File: config.mk
export PLATFORM = sky130hd
export DESIGN_NAME = arrow_shot_controller_flat
export DESIGN_NICKNAME = d
export VERILOG_FILES = /design/src/rtl/arrow_shot_controller_if.sv /design/src/rtl/arrow_shot_controller.sv /design/src/flat_wrapper.sv
export SDC_FILE = /design/constraint.sdc
export NUM_CORES = 1
export LEC_CHECK = 0
export CAP_MARGIN = 20
export CORE_ASPECT_RATIO = 1.25
export CORE_MARGIN = 3
export CORE_UTILIZATION = 40
export CTS_BUF_LIST = sky130_fd_sc_hd__clkbuf_4 sky130_fd_sc_hd__clkbuf_8
export DETAILED_ROUTE_END_ITERATION = 6
export GPL_ROUTABILITY_DRIVEN = 0
export PLACE_DENSITY = 0.7
export SYNTH_ARGS = -nofsm -noshare
export SYNTH_HDL_FRONTEND = slang
export SYNTH_SLANG_ARGS = --single-unit
File: constraint.sdc
create_clock -name vga_clk -period 4.6 [get_ports vga_clk]
set_input_delay 0.92 -clock vga_clk [delete_from_list [all_inputs] [get_ports vga_clk]]
set_output_delay 0.92 -clock vga_clk [all_outputs]
set_load 0.02 [all_outputs]
File: src/rtl/arrow_shot_controller_if.sv
// Signal bundle between game logic and the arrow shot sequencer.
// Game logic drives the frame tick and fire button; the sequencer returns
// sprite parameters and the shot-complete pulse.
interface arrow_shot_controller_if;
    logic       frame_start;
    logic       fire_btn;
    logic       arrow_visible;
    logic [9:0] offset_y;
    logic [7:0] arrow_depth;
    logic [1:0] arrow_scale;
    logic [5:0] shot_power;
    logic       shot_done;
    logic [1:0] state;

    modport master (
        output frame_start,
        output fire_btn,
        input  arrow_visible,
        input  offset_y,
        input  arrow_depth,
        input  arrow_scale,
        input  shot_power,
        input  shot_done,
        input  state
    );

    modport slave (
        input  frame_start,
        input  fire_btn,
        output arrow_visible,
        output offset_y,
        output arrow_depth,
        output arrow_scale,
        output shot_power,
        output shot_done,
        output state
    );
endinterface

File: src/rtl/arrow_shot_controller.sv
// Frame-synchronous arrow shot sequencer: idle, bow charge, flight, cooldown.
// Every register only moves on a frame_start tick, so the renderer never sees
// sprite parameters change in the middle of a scan.
module arrow_shot_controller #(
    parameter int CHARGE_MAX      = 60,
    parameter int MIN_CHARGE      = 4,
    parameter int FLIGHT_FRAMES   = 32,
    parameter int COOLDOWN_FRAMES = 15
) (
    input  logic                    vga_clk,
    input  logic                    reset_n,
    arrow_shot_controller_if.slave  bus
);

    localparam int FLIGHT_W = $clog2(FLIGHT_FRAMES + 1);
    localparam int COOL_W   = $clog2(COOLDOWN_FRAMES + 1);

    typedef enum logic [1:0] {
        ST_IDLE     = 2'd0,
        ST_CHARGE   = 2'd1,
        ST_FLIGHT   = 2'd2,
        ST_COOLDOWN = 2'd3
    } state_e;

    state_e              state_q,  state_d;
    logic [5:0]          charge_q, charge_d;
    logic [9:0]          offset_q, offset_d;
    logic [7:0]          depth_q,  depth_d;
    logic [FLIGHT_W-1:0] flight_q, flight_d;
    logic [COOL_W-1:0]   cool_q,   cool_d;
    logic [5:0]          power_q,  power_d;
    logic                done_q,   done_d;

    logic [5:0]          chargeInc;
    logic [4:0]          step;
    logic [8:0]          depthSum;
    logic [7:0]          depthNext;
    logic [FLIGHT_W-1:0] flightNext;

    // Saturating charge increment and the flight step derived from latched power.
    assign chargeInc  = (charge_q == 6'(CHARGE_MAX)) ? charge_q : charge_q + 6'd1;
    assign step       = {1'b0, power_q[5:2]} + 5'd1;
    assign depthSum   = {1'b0, depth_q} + {4'b0000, step};
    assign depthNext  = depthSum[8] ? 8'hFF : depthSum[7:0];
    assign flightNext = flight_q + FLIGHT_W'(1);

    // Next-state and register updates, applied only on a frame tick.
    always_comb begin
        state_d  = state_q;
        charge_d = charge_q;
        offset_d = offset_q;
        depth_d  = depth_q;
        flight_d = flight_q;
        cool_d   = cool_q;
        power_d  = power_q;
        done_d   = 1'b0;

        if (bus.frame_start) begin
            case (state_q)
                ST_IDLE: begin
                    if (bus.fire_btn) begin
                        state_d  = ST_CHARGE;
                        charge_d = 6'd1;
                        offset_d = 10'd1;
                    end
                end
                ST_CHARGE: begin
                    if (bus.fire_btn) begin
                        charge_d = chargeInc;
                        offset_d = {4'b0000, chargeInc};
                    end else if (charge_q < 6'(MIN_CHARGE)) begin
                        state_d  = ST_IDLE;
                        charge_d = 6'd0;
                        offset_d = 10'd0;
                    end else begin
                        state_d  = ST_FLIGHT;
                        power_d  = charge_q;
                        charge_d = 6'd0;
                        offset_d = 10'd0;
                        depth_d  = 8'd0;
                        flight_d = '0;
                    end
                end
                ST_FLIGHT: begin
                    depth_d  = depthNext;
                    flight_d = flightNext;
                    if ((depthNext == 8'hFF) || (flightNext == FLIGHT_W'(FLIGHT_FRAMES))) begin
                        state_d = ST_COOLDOWN;
                        done_d  = 1'b1;
                        cool_d  = '0;
                    end
                end
                ST_COOLDOWN: begin
                    if (cool_q == COOL_W'(COOLDOWN_FRAMES - 1)) begin
                        state_d  = ST_IDLE;
                        depth_d  = 8'd0;
                        flight_d = '0;
                        cool_d   = '0;
                    end else begin
                        cool_d = cool_q + COOL_W'(1);
                    end
                end
                default: state_d = ST_IDLE;
            endcase
        end
    end

    // State and datapath registers; reset aborts any shot in progress.
    always_ff @(posedge vga_clk or negedge reset_n) begin
        if (!reset_n) begin
            state_q  <= ST_IDLE;
            charge_q <= 6'd0;
            offset_q <= 10'd0;
            depth_q  <= 8'd0;
            flight_q <= '0;
            cool_q   <= '0;
            power_q  <= 6'd0;
            done_q   <= 1'b0;
        end else begin
            state_q  <= state_d;
            charge_q <= charge_d;
            offset_q <= offset_d;
            depth_q  <= depth_d;
            flight_q <= flight_d;
            cool_q   <= cool_d;
            power_q  <= power_d;
            done_q   <= done_d;
        end
    end

    // Sprite parameters follow registered state so they only move after a tick.
    assign bus.state         = state_q;
    assign bus.arrow_visible = (state_q != ST_COOLDOWN);
    assign bus.offset_y      = offset_q;
    assign bus.arrow_depth   = depth_q;
    assign bus.arrow_scale   = 2'd3 - depth_q[7:6];
    assign bus.shot_power    = power_q;
    assign bus.shot_done     = done_q;

endmodule

File: src/flat_wrapper.sv
// flat-port wrapper written by rule: the top's interface ports become plain ports
module arrow_shot_controller_flat 
#(
    parameter int CHARGE_MAX      = 60,
    parameter int MIN_CHARGE      = 4,
    parameter int FLIGHT_FRAMES   = 32,
    parameter int COOLDOWN_FRAMES = 15
)
  (vga_clk, reset_n, bus_frame_start, bus_fire_btn, bus_arrow_visible, bus_offset_y, bus_arrow_depth, bus_arrow_scale, bus_shot_power, bus_shot_done, bus_state);
  arrow_shot_controller_if bus_i ();
  input  logic vga_clk;
  input  logic reset_n;
  input wire logic [$bits(bus_i.frame_start)-1:0] bus_frame_start;
  input wire logic [$bits(bus_i.fire_btn)-1:0] bus_fire_btn;
  output wire logic [$bits(bus_i.arrow_visible)-1:0] bus_arrow_visible;
  output wire logic [$bits(bus_i.offset_y)-1:0] bus_offset_y;
  output wire logic [$bits(bus_i.arrow_depth)-1:0] bus_arrow_depth;
  output wire logic [$bits(bus_i.arrow_scale)-1:0] bus_arrow_scale;
  output wire logic [$bits(bus_i.shot_power)-1:0] bus_shot_power;
  output wire logic [$bits(bus_i.shot_done)-1:0] bus_shot_done;
  output wire logic [$bits(bus_i.state)-1:0] bus_state;
  assign bus_i.frame_start = bus_frame_start;
  assign bus_i.fire_btn = bus_fire_btn;
  assign bus_arrow_visible = bus_i.arrow_visible;
  assign bus_offset_y = bus_i.offset_y;
  assign bus_arrow_depth = bus_i.arrow_depth;
  assign bus_arrow_scale = bus_i.arrow_scale;
  assign bus_shot_power = bus_i.shot_power;
  assign bus_shot_done = bus_i.shot_done;
  assign bus_state = bus_i.state;
  arrow_shot_controller #(.CHARGE_MAX(CHARGE_MAX), .MIN_CHARGE(MIN_CHARGE), .FLIGHT_FRAMES(FLIGHT_FRAMES), .COOLDOWN_FRAMES(COOLDOWN_FRAMES)) u_core (.vga_clk(vga_clk), .reset_n(reset_n), .bus(bus_i));
endmodule
# Yosys cells after proc, flatten, opt, wreduce, memory -nomap -nowiden
# Index checks and enable logic that the tools add are counted.
dict set report op_classes {
  n_eq_ne 13
  n_lt_le_gt_ge 1
  mux 28
  reduce_logical 10
  n_bitwise 2
  addsub 6
}
# operator n
set op_table {}
lappend op_table {{$mux W6} 7}
lappend op_table {{$mux W8} 4}
lappend op_table {{$pmux W8 S3} 1}
lappend op_table {{$pmux W10 S2} 1}
lappend op_table {{$pmux W6 S3} 1}
lappend op_table {{$add A6 B1 Y6 const B} 2}
lappend op_table {{$eq A6 B6 Y1 const B} 2}
lappend op_table {{$pmux W6 S2} 1}
lappend op_table {{$mux W10} 1}
lappend op_table {{$mux W2} 5}
lappend op_table {{$reduce_and A5 Y1} 2}
lappend op_table {{$add A8 B5 Y9} 1}
lappend op_table {{$eq A8 B8 Y1 const B} 1}
lappend op_table {{$mux W4} 2}
lappend op_table {{$ne A2 B2 Y1 const B} 4}
lappend op_table {{$pmux W2 S4} 1}
lappend op_table {{$pmux W4 S2} 1}
lappend op_table {{$lt A6 B3 Y1 const B} 1}
lappend op_table {{$reduce_and A3 Y1} 2}
lappend op_table {{$add A4 B1 Y5 const B} 1}
lappend op_table {{$add A4 B1 Y4 const B} 1}
lappend op_table {{$eq A2 B2 Y1 const B} 2}
lappend op_table {{$eq A4 B4 Y1 const B} 1}
lappend op_table {{$ne A2 B1 Y1 const B} 2}
lappend op_table {{other kinds (9)} 13}
dict set report totals {
  out_inout_bits 30
  reg_bits 43
}

# Logic depth before layout (Yosys ltp)
# Gate-level depths: netlist of run 1.
dict set report logic_depth {
  depth_word 8
  mapped_depth 10
}

# Least setup slack after synthesis of run 1
# No wires, ideal clock.
dict set report synth_path {
  path_kind {register to register}
  from {register u_core.depth_q[0], in the netlist u_core.bus.arrow_depth[0]}
  to {register u_core.cool_q[0]}
  required_ns 4.477
  path_buffers 0
  synth_period_minus_slack_ns 2.207
  path_stages_with_launch 11
  arrival_time_ns 2.084
  setup_time_ns 0.123
  slack_ns 2.393
  path_cell_list {dfrtp_1 -> inv_1 -> ha_1 -> inv_1 -> fa_1 -> a211o_1 -> nand2_2 -> nand3b_1 -> o21ai_1 -> and4_4 -> o21ai_2}
}
dict set report synth_via {
  elab_chain_len 6
}
# element line
set synth_lines {}
lappend synth_lines {{start: declaration} arrow_shot_controller.sv:28} ;# logic [7:0] depth_q, depth_d;
lappend synth_lines {{start signal: assignment} arrow_shot_controller.sv:123} ;# depth_q <= depth_d;
lappend synth_lines {{$add A8 B5 Y9} arrow_shot_controller.sv:43} ;# assign depthSum = {1'b0, depth_q} + {4'b0000, step};
lappend synth_lines {{$mux W8} arrow_shot_controller.sv:44} ;# assign depthNext = depthSum[8] ? 8'hFF : depthSum[7:0];
lappend synth_lines {{$eq A8 B8 Y1} arrow_shot_controller.sv:87} ;# if ((depthNext == 8'hFF) || (flightNext == FLIGHT_W'(FLIGHT_FRAMES))) begin
lappend synth_lines {{$logic_or A1 B1 Y1} arrow_shot_controller.sv:87}
lappend synth_lines {{$ne A2 B1 Y1 (no source line)} n/a}
lappend synth_lines {{$reduce_and A3 Y1 (no source line)} n/a}
lappend synth_lines {{end signal: assignment} arrow_shot_controller.sv:125} ;# cool_q <= cool_d;
lappend synth_lines {{end: declaration} arrow_shot_controller.sv:30} ;# logic [COOL_W-1:0] cool_q, cool_d;
# Every way passes these cells.
# A chain may end at the register's enable or synchronous reset.

# Worst setup path after layout of run 1
dict set report layout_path {
  from {register u_core.state_q[0], in the netlist u_core.bus.state[0]}
  to {output port bus_arrow_visible}
}
dict set report layout_via {
  elab_chain_len 1
}
# element line
set layout_lines {}
lappend layout_lines {{start: declaration} arrow_shot_controller.sv:25} ;# state_e state_q, state_d;
lappend layout_lines {{start signal: assignment} arrow_shot_controller.sv:120} ;# state_q <= state_d;
lappend layout_lines {{$ne A2 B2 Y1} arrow_shot_controller.sv:133} ;# assign bus.arrow_visible = (state_q != ST_COOLDOWN);
lappend layout_lines {{end: declaration} flat_wrapper.sv:15} ;# output wire logic [$bits(bus_i.arrow_visible)-1:0] bus_arrow_visible;
# Every way passes these cells.

==> impl_results.md, run 1 <==
* LEAKAGE at 1.09 nW
* Multi-input gate area at 1100 um^2
* Slowest stage delay, CP at 0.61 ns
* Post-CTS Repair Setup Buffers at 0
* Flops & latches, synth at 33
* Post-Syn Area at 2050 um^2
* Cts hold-fix bufs at 0
* Initial Util at 42.4%
* Most frequent cells in the layout: dfrtp_1, clkdlybuf4s50_1, nand2_1, nor2_1, a21oi_1
* Worst Path Class, Setup: reg -> out
* DRT iter0 DRCs at 117
* Row cnt at 28
* Die ar. at 6030 um^2
* Max Cap Viol at 0
* DP Cell Count at 301
* Tcrit/Tclk final at 54.5%
* Highest Clock Rate at 399 MHz
* Via count at 1,668
* Most common cell after layout, fill and taps aside: dfrtp_1
* Number of diodes at 0
* Total Wirelength at 4.22 mm
* Slew Viols, Final at 0
* Post-place setup slack at 1.80 ns
* Post-Synthesis Cells at 221
* Syn Area/Cell at 9.28 um^2
* Post-synth ARST share at 100%
* CTS sink cnt at 33
* Library cells used by synthesis at 51
* Filler cell count at 468
* Register Area at 826 um^2
* Startpoint types: flip-flop
* DR WL/cell at 13.7 um
* Length of the first detailed-routing pass in iterations at 4
* Hold WS at 0.510 ns
* Die X at 70.1 um
* Number of global-route vias before repair at 1,673
* Yosys top cell by area: dfrtp_1
* Boundary pin count at 34
* Final Skew at 0.00540 ns
* Design Power at 1.13 mW
* Pwr Density at 463 nW/um^2
* Total routing usage reported by global routing at 15.3%
* # setup viols final at 0
* Peak fanout along the critical path at 12
* Hold WC Path Type: reg -> reg
* Fin Setup TNS at 0 ns
* Synth Flop Type: dfrtp_1
* Status: completed
* Final Net Count at 262
* Cts repair resizes at 0
* Port Buffers at 29
* RSZ-0062 raised after global routing: false
* First-pass GRT wire length at 7.42 mm
* Total CTS buffers at 5
* Crit path required time at 3.68 ns
* Grt total ovfl at 0
* Element type at the critical path end: output port
* Clk Latency, worst-skew pair at 0.28 ns
* Final cell count without fillers at 309
* # DRC at 0
* Number of synthesized flops with an enable pin at 0
* ANT nets after route at 0
* Final setup margin at 2.09 ns
* Synth-to-Final Area Change at 19.1%
* Warnings, synthesis at 0
* Period minus WS final at 2.51 ns
* Die Y at 86.1 um
* Mean number of vias per cell at 5.40
* Critical path cell sequence: nand2_1 -> clkdlybuf4s50_1
* Largest net degree at the start of global routing at 34
* Clk root buf: clkbuf_8
* Worst slew pin tran at 0.644 ns
* CP arrival at 1.59 ns
* CTS Buffer Depth at 2
* Post-DP HPWL at 3.12 mm
* Headroom to the max-slew limit at 56.9%
* Area contributors post-synth: dfrtp_1, ha_1, nand2_1
* VDD IR max at 0.245 mV
* Layout cells sized above 1 at 11.6%
* Critical path's slowest cell: clkdlybuf4s50_1
* H-tree levels at 2
* Sequential area share after synthesis at 40.2%
* Share of the synthesized area in the top cell type at 40.2%
* Clock-pin slew on the worst setup and hold paths at 0.07 ns
* Hold Vio Cnt, Final at 0
* Core footprint at 4830 um^2
* CTS tree: built
* Antenna violations before repair at 0
-- metal layers --
metal	global-route usage (%)	vias up	share of wire [%]
met5	0	-	0
met4	5.57	0	1.3
met3	4.10	5	5.4
met2	25.9	44	48
met1	18.6	795	45
li1	-	824	-
-- per-stage QoR --
stage	instance area, um^2	utilization [%]
after floorplan	2060	-
after global placement	2340	48.5
after detailed placement	2340	48.5
after CTS	2440	50.6
after global routing	2440	50.6
final	2440	50.6
-- final timing paths --
kind | depth (start not counted) | to | start | slack, ns
worst max-delay path | 2 | bus_arrow_visible | u_core.bus.state[0] | 2.09
worst min-delay path | 2 | u_core.bus.arrow_depth[2] | u_core.bus.arrow_depth[2] | 0.51
worst max register to register | 10 | u_core.cool_q[0] | u_core.bus.shot_power[2] | 2.30
worst min register to register | 2 | u_core.bus.arrow_depth[2] | u_core.bus.arrow_depth[2] | 0.51
max in group asynchronous | 2 | u_core.cool_q[0] | reset_n | 3.25
min in group asynchronous | 2 | u_core.bus.offset_y[2] | reset_n | 1.04
-- logic make-up after synthesis --
group           after synthesis  synth area share, %
other cells                   1                0.183
buf+inv                      26                 6.89
fa+ha+maj                    10                 6.46
simple gates                 79                 19.2
flops                        33                 40.2
mux                           5                 3.41
compound gates               59                 20.2
xor+xnor                      8                 3.41
-- synthesized netlist by cell type (all sizes together) (2+ instances only) --
cell	n
nand4	5
o31ai	2
nand2	26
nand3	11
a22o	2
a41o	2
mux2	4
nand3b	2
dfrtp	33
o21ai	23
clkbuf	2
xor2	7
buf	11
nor3	2
o211ai	2
a211oi	3
a21oi	15
and2	4
inv	13
ha	9
and3	3
nand2b	3
nor2b	2
nor3b	3
o21a	3
nor2	16
-- worst max-delay path, delay by kind of cell, from the launching register on --
family | cells | cell delay, ns
simple gates | 1 | 0.16
flops | 1 | 0.53
buf+inv | 1 | 0.61
-- sequential cells by signal, indices dropped and copies added, names as in the netlist, named ones only --
name,count
u_core.bus.shot_power,6
u_core.bus.arrow_depth,8
u_core.bus.offset_y,6
u_core.bus.shot_done,1
u_core.flight_q,6
u_core.bus.state,1
u_core.cool_q,4
-- where the power goes --
part	internal [mW]	leakage (nW)	switching [mW]	total [mW]
Sequential	0.347	0.428	0.0873	0.435
Combinational	0.206	0.612	0.251	0.457
Clock	0.135	0.0542	0.105	0.241
Total	0.689	1.09	0.443	1.13
-- cell type report --
cell class,instances,area share [%]
sequential,33,33.8
clock buffer,7,3.94
clock inverter,1,0.205
multi-input combinational,165,44.8
inverter,13,2.00
tap,60,3.07
timing repair buffer,30,12.2
Power figures use the tool's default switching activity.
==> run 2, diff against run 1 <==
--- a/config.mk
+++ b/config.mk
@@ -12,7 +12,7 @@
 export CTS_BUF_LIST = sky130_fd_sc_hd__clkbuf_4 sky130_fd_sc_hd__clkbuf_8
 export DETAILED_ROUTE_END_ITERATION = 6
 export GPL_ROUTABILITY_DRIVEN = 0
-export PLACE_DENSITY = 0.7
+export PLACE_DENSITY = 0.72
 export SYNTH_ARGS = -nofsm -noshare
 export SYNTH_HDL_FRONTEND = slang
 export SYNTH_SLANG_ARGS = --single-unit
==> constraint.sdc (replaced) <==
create_clock -name vga_clk -period 2.3 [get_ports vga_clk]
set_input_delay 0.46 -clock vga_clk [delete_from_list [all_inputs] [get_ports vga_clk]]
set_output_delay 0.46 -clock vga_clk [all_outputs]
set_load 0.02 [all_outputs]
==> impl_results.md, run 2 (synthesis gave the netlist of run 1 again) <==
* Status: completed (unchanged)
* Post-place setup slack at 0.0496 ns (was 1.80 ns)
* Most common cell after layout, fill and taps aside: dfrtp_1 (unchanged)
* Cts hold-fix bufs at 0 (unchanged)
* Clk Latency, worst-skew pair at 0.28 ns (about the same)
* Grt total ovfl at 0 (unchanged)
* Crit path from: u_core.bus.arrow_depth[0] (was u_core.bus.state[0])
* DRT iter0 DRCs at 82 (was 117)
* # DRC at 0 (unchanged)
* Final setup margin at 0.151 ns (was 2.09 ns)
* Core footprint at 4830 um^2 (unchanged)
* Final core utilization at 51.1% (was 50.6%)
* P_int at 1.35 mW (was 0.689 mW)
* Final Skew at 0.00675 ns (was 0.00540 ns)
* Most frequent cells in the layout: dfrtp_1, clkdlybuf4s50_1, nand2_1, nor2_1, a21oi_1 (unchanged)
* Slew Viols, Final at 0 (unchanged)
* Power share of the combinational group at 42.1% (was 40.4%)
* Total Wirelength at 4.30 mm (was 4.22 mm)
* Max reg flops at 8 (unchanged)
* Register Area at 826 um^2 (unchanged)
* Sw Share at 39.6% (was 39.1%)
* Filler cell count at 477 (was 468)
* # setup viols final at 0 (unchanged)
* LEAKAGE at 1.11 nW (was 1.09 nW)
* Total CTS buffers at 5 (unchanged)
* First-pass GRT wire length at 7.52 mm (was 7.42 mm)
* Die X at 70.1 um (unchanged)
* Placed cell areas at 2370 um^2 (was 2340 um^2)
* Element type at the critical path end: flip-flop (was output port)
* Hold WS at 0.489 ns (was 0.510 ns)
* Boundary pin count at 34 (unchanged)
* H-tree levels at 2 (unchanged)
* CTS Buffer Depth at 2 (unchanged)
* Sw power at 0.884 mW (was 0.443 mW)
* Peak fanout along the critical path at 5 (was 12)
* Hold Vio Cnt, Final at 0 (unchanged)
* CTS tree: built (unchanged)
* Clk pwr share at 19.1% (was 21.2%)
* Flop pwr share at 38.8% (was 38.4%)
* Period minus WS final at 2.15 ns
* Number of global-route vias before repair at 1,596 (was 1,673)
* Hold WC Path Type: reg -> reg (unchanged)
* Antenna violations before repair at 0 (unchanged)
* Number of diodes at 0 (unchanged)
* Startpoint types: flip-flop (unchanged)
* RSZ-0062 raised after global routing: false (unchanged)
* Hold Startpoint: u_core.bus.shot_power[0] (was u_core.bus.arrow_depth[2])
* Port Buffers at 29 (unchanged)
* Post-DP HPWL at 3.19 mm (was 3.12 mm)
* Via count at 1,647 (was 1,668)
* Tcrit/Tclk final at 93.4%
* Clock-pin slew on the worst setup and hold paths at 0.07 ns (about the same)
* FF-to-FF Start: u_core.bus.arrow_depth[0] (was u_core.bus.shot_power[2])
* Synth-to-Final Area Change at 20.3% (was 19.1%)
* Die ar. at 6030 um^2 (unchanged)
* CP arrival at 2.31 ns (was 1.59 ns)
* Total routing usage reported by global routing at 15.7% (was 15.3%)
* Highest Clock Rate at 465 MHz
* DR WL/cell at 13.8 um (was 13.7 um)
* Max Cap Viol at 0 (unchanged)
* Design Area, Final at 2470 um^2 (was 2440 um^2)
* CTS sink cnt at 33 (unchanged)
* Pwr Density at 903 nW/um^2 (was 463 nW/um^2)
* Clk root buf: clkbuf_8 (unchanged)
* Fin Setup TNS at 0 ns (unchanged)
* Crit path required time at 2.46 ns (was 3.68 ns)
* VDD IR max at 0.450 mV (was 0.245 mV)
* Die Y at 86.1 um (unchanged)
* Final Net Count at 266 (was 262)
* Row cnt at 28 (unchanged)
* Mean number of vias per cell at 5.26 (was 5.40)
* Largest net degree at the start of global routing at 34 (unchanged)
* ANT nets after route at 0 (unchanged)
* Length of the first detailed-routing pass in iterations at 4 (unchanged)
* Multi-input gate area at 1100 um^2 (about the same)
* Initial Util at 42.4% (unchanged)
* Worst Path Class, Setup: reg -> reg (was reg -> out)
* Layout cells sized above 1 at 14.2% (was 11.6%)
run 2: final timing paths:
kind | cells after the start | end | slack (ns)
min in group asynchronous | 2 | u_core.bus.shot_power[0] | 0.58
hold reg to reg | 2 | u_core.bus.shot_power[0] | 0.49
hold / removal | 2 | u_core.bus.shot_power[0] | 0.49
setup / recovery | 10 | u_core.cool_q[2] | 0.15
max in group asynchronous | 2 | u_core.flight_q[4] | 1.42
setup reg to reg | 10 | u_core.cool_q[2] | 0.15
run 2: layout make-up:
cell class / instances / share of cell area (%)
multi-input combinational: 165 / 44.8
sequential: 33 / 33.5
timing repair buffer: 34 / 13.3
clock buffer: 6 / 3.09
tap: 60 / 3.04
inverter: 13 / 1.98
clock inverter: 2 / 0.405
run 2: worst max-delay path, cell delays in order (launching register included):
cell and delay [ns]:
dfrtp_1 0.38, inv_1 0.07, ha_1 0.15, inv_1 0.05, fa_2 0.34, a211o_1 0.30, nand2_2 0.13, nand3b_1 0.10
o21ai_2 0.14, and4_4 0.29, o21ai_2 0.07
run 2: power by group through the flow:
stage | Combinational (mW) | Sequential (mW) | Clock [mW]
floorplan | 0.519 | 0.933 | 0
global placement | 0.917 | 0.872 | 0
detailed placement | 0.934 | 0.878 | 0
CTS | 0.940 | 0.868 | 0.439
global route | 1.04 | 0.895 | 0.468
finish | 0.940 | 0.865 | 0.425
run 2: layer usage:
| layer | part of all wire, % | up-vias | global-route usage [%] |
|---|---|---|---|
| li1 | - | 830 | - |
| met1 | 47 | 787 | 20.2 |
| met2 | 49 | 26 | 26.1 |
| met3 | 3.1 | 4 | 3.17 |
| met4 | 1.4 | 0 | 5.75 |
| met5 | 0 | - | 0 |
run 2: timing repair:
item / CTS / global route
endpoints found under the setup margin: 0 / 6
setup buffers: 0 / 1
gates resized for setup: 0 / 3
run 2: through the flow:
stage,total power [mW],std cells
6_report,2.23,313
5_1_grt,2.41,313
4_1_cts,2.25,312
3_5_place_dp,1.81,304
3_3_place_gp,1.79,304
2_1_floorplan,1.45,224
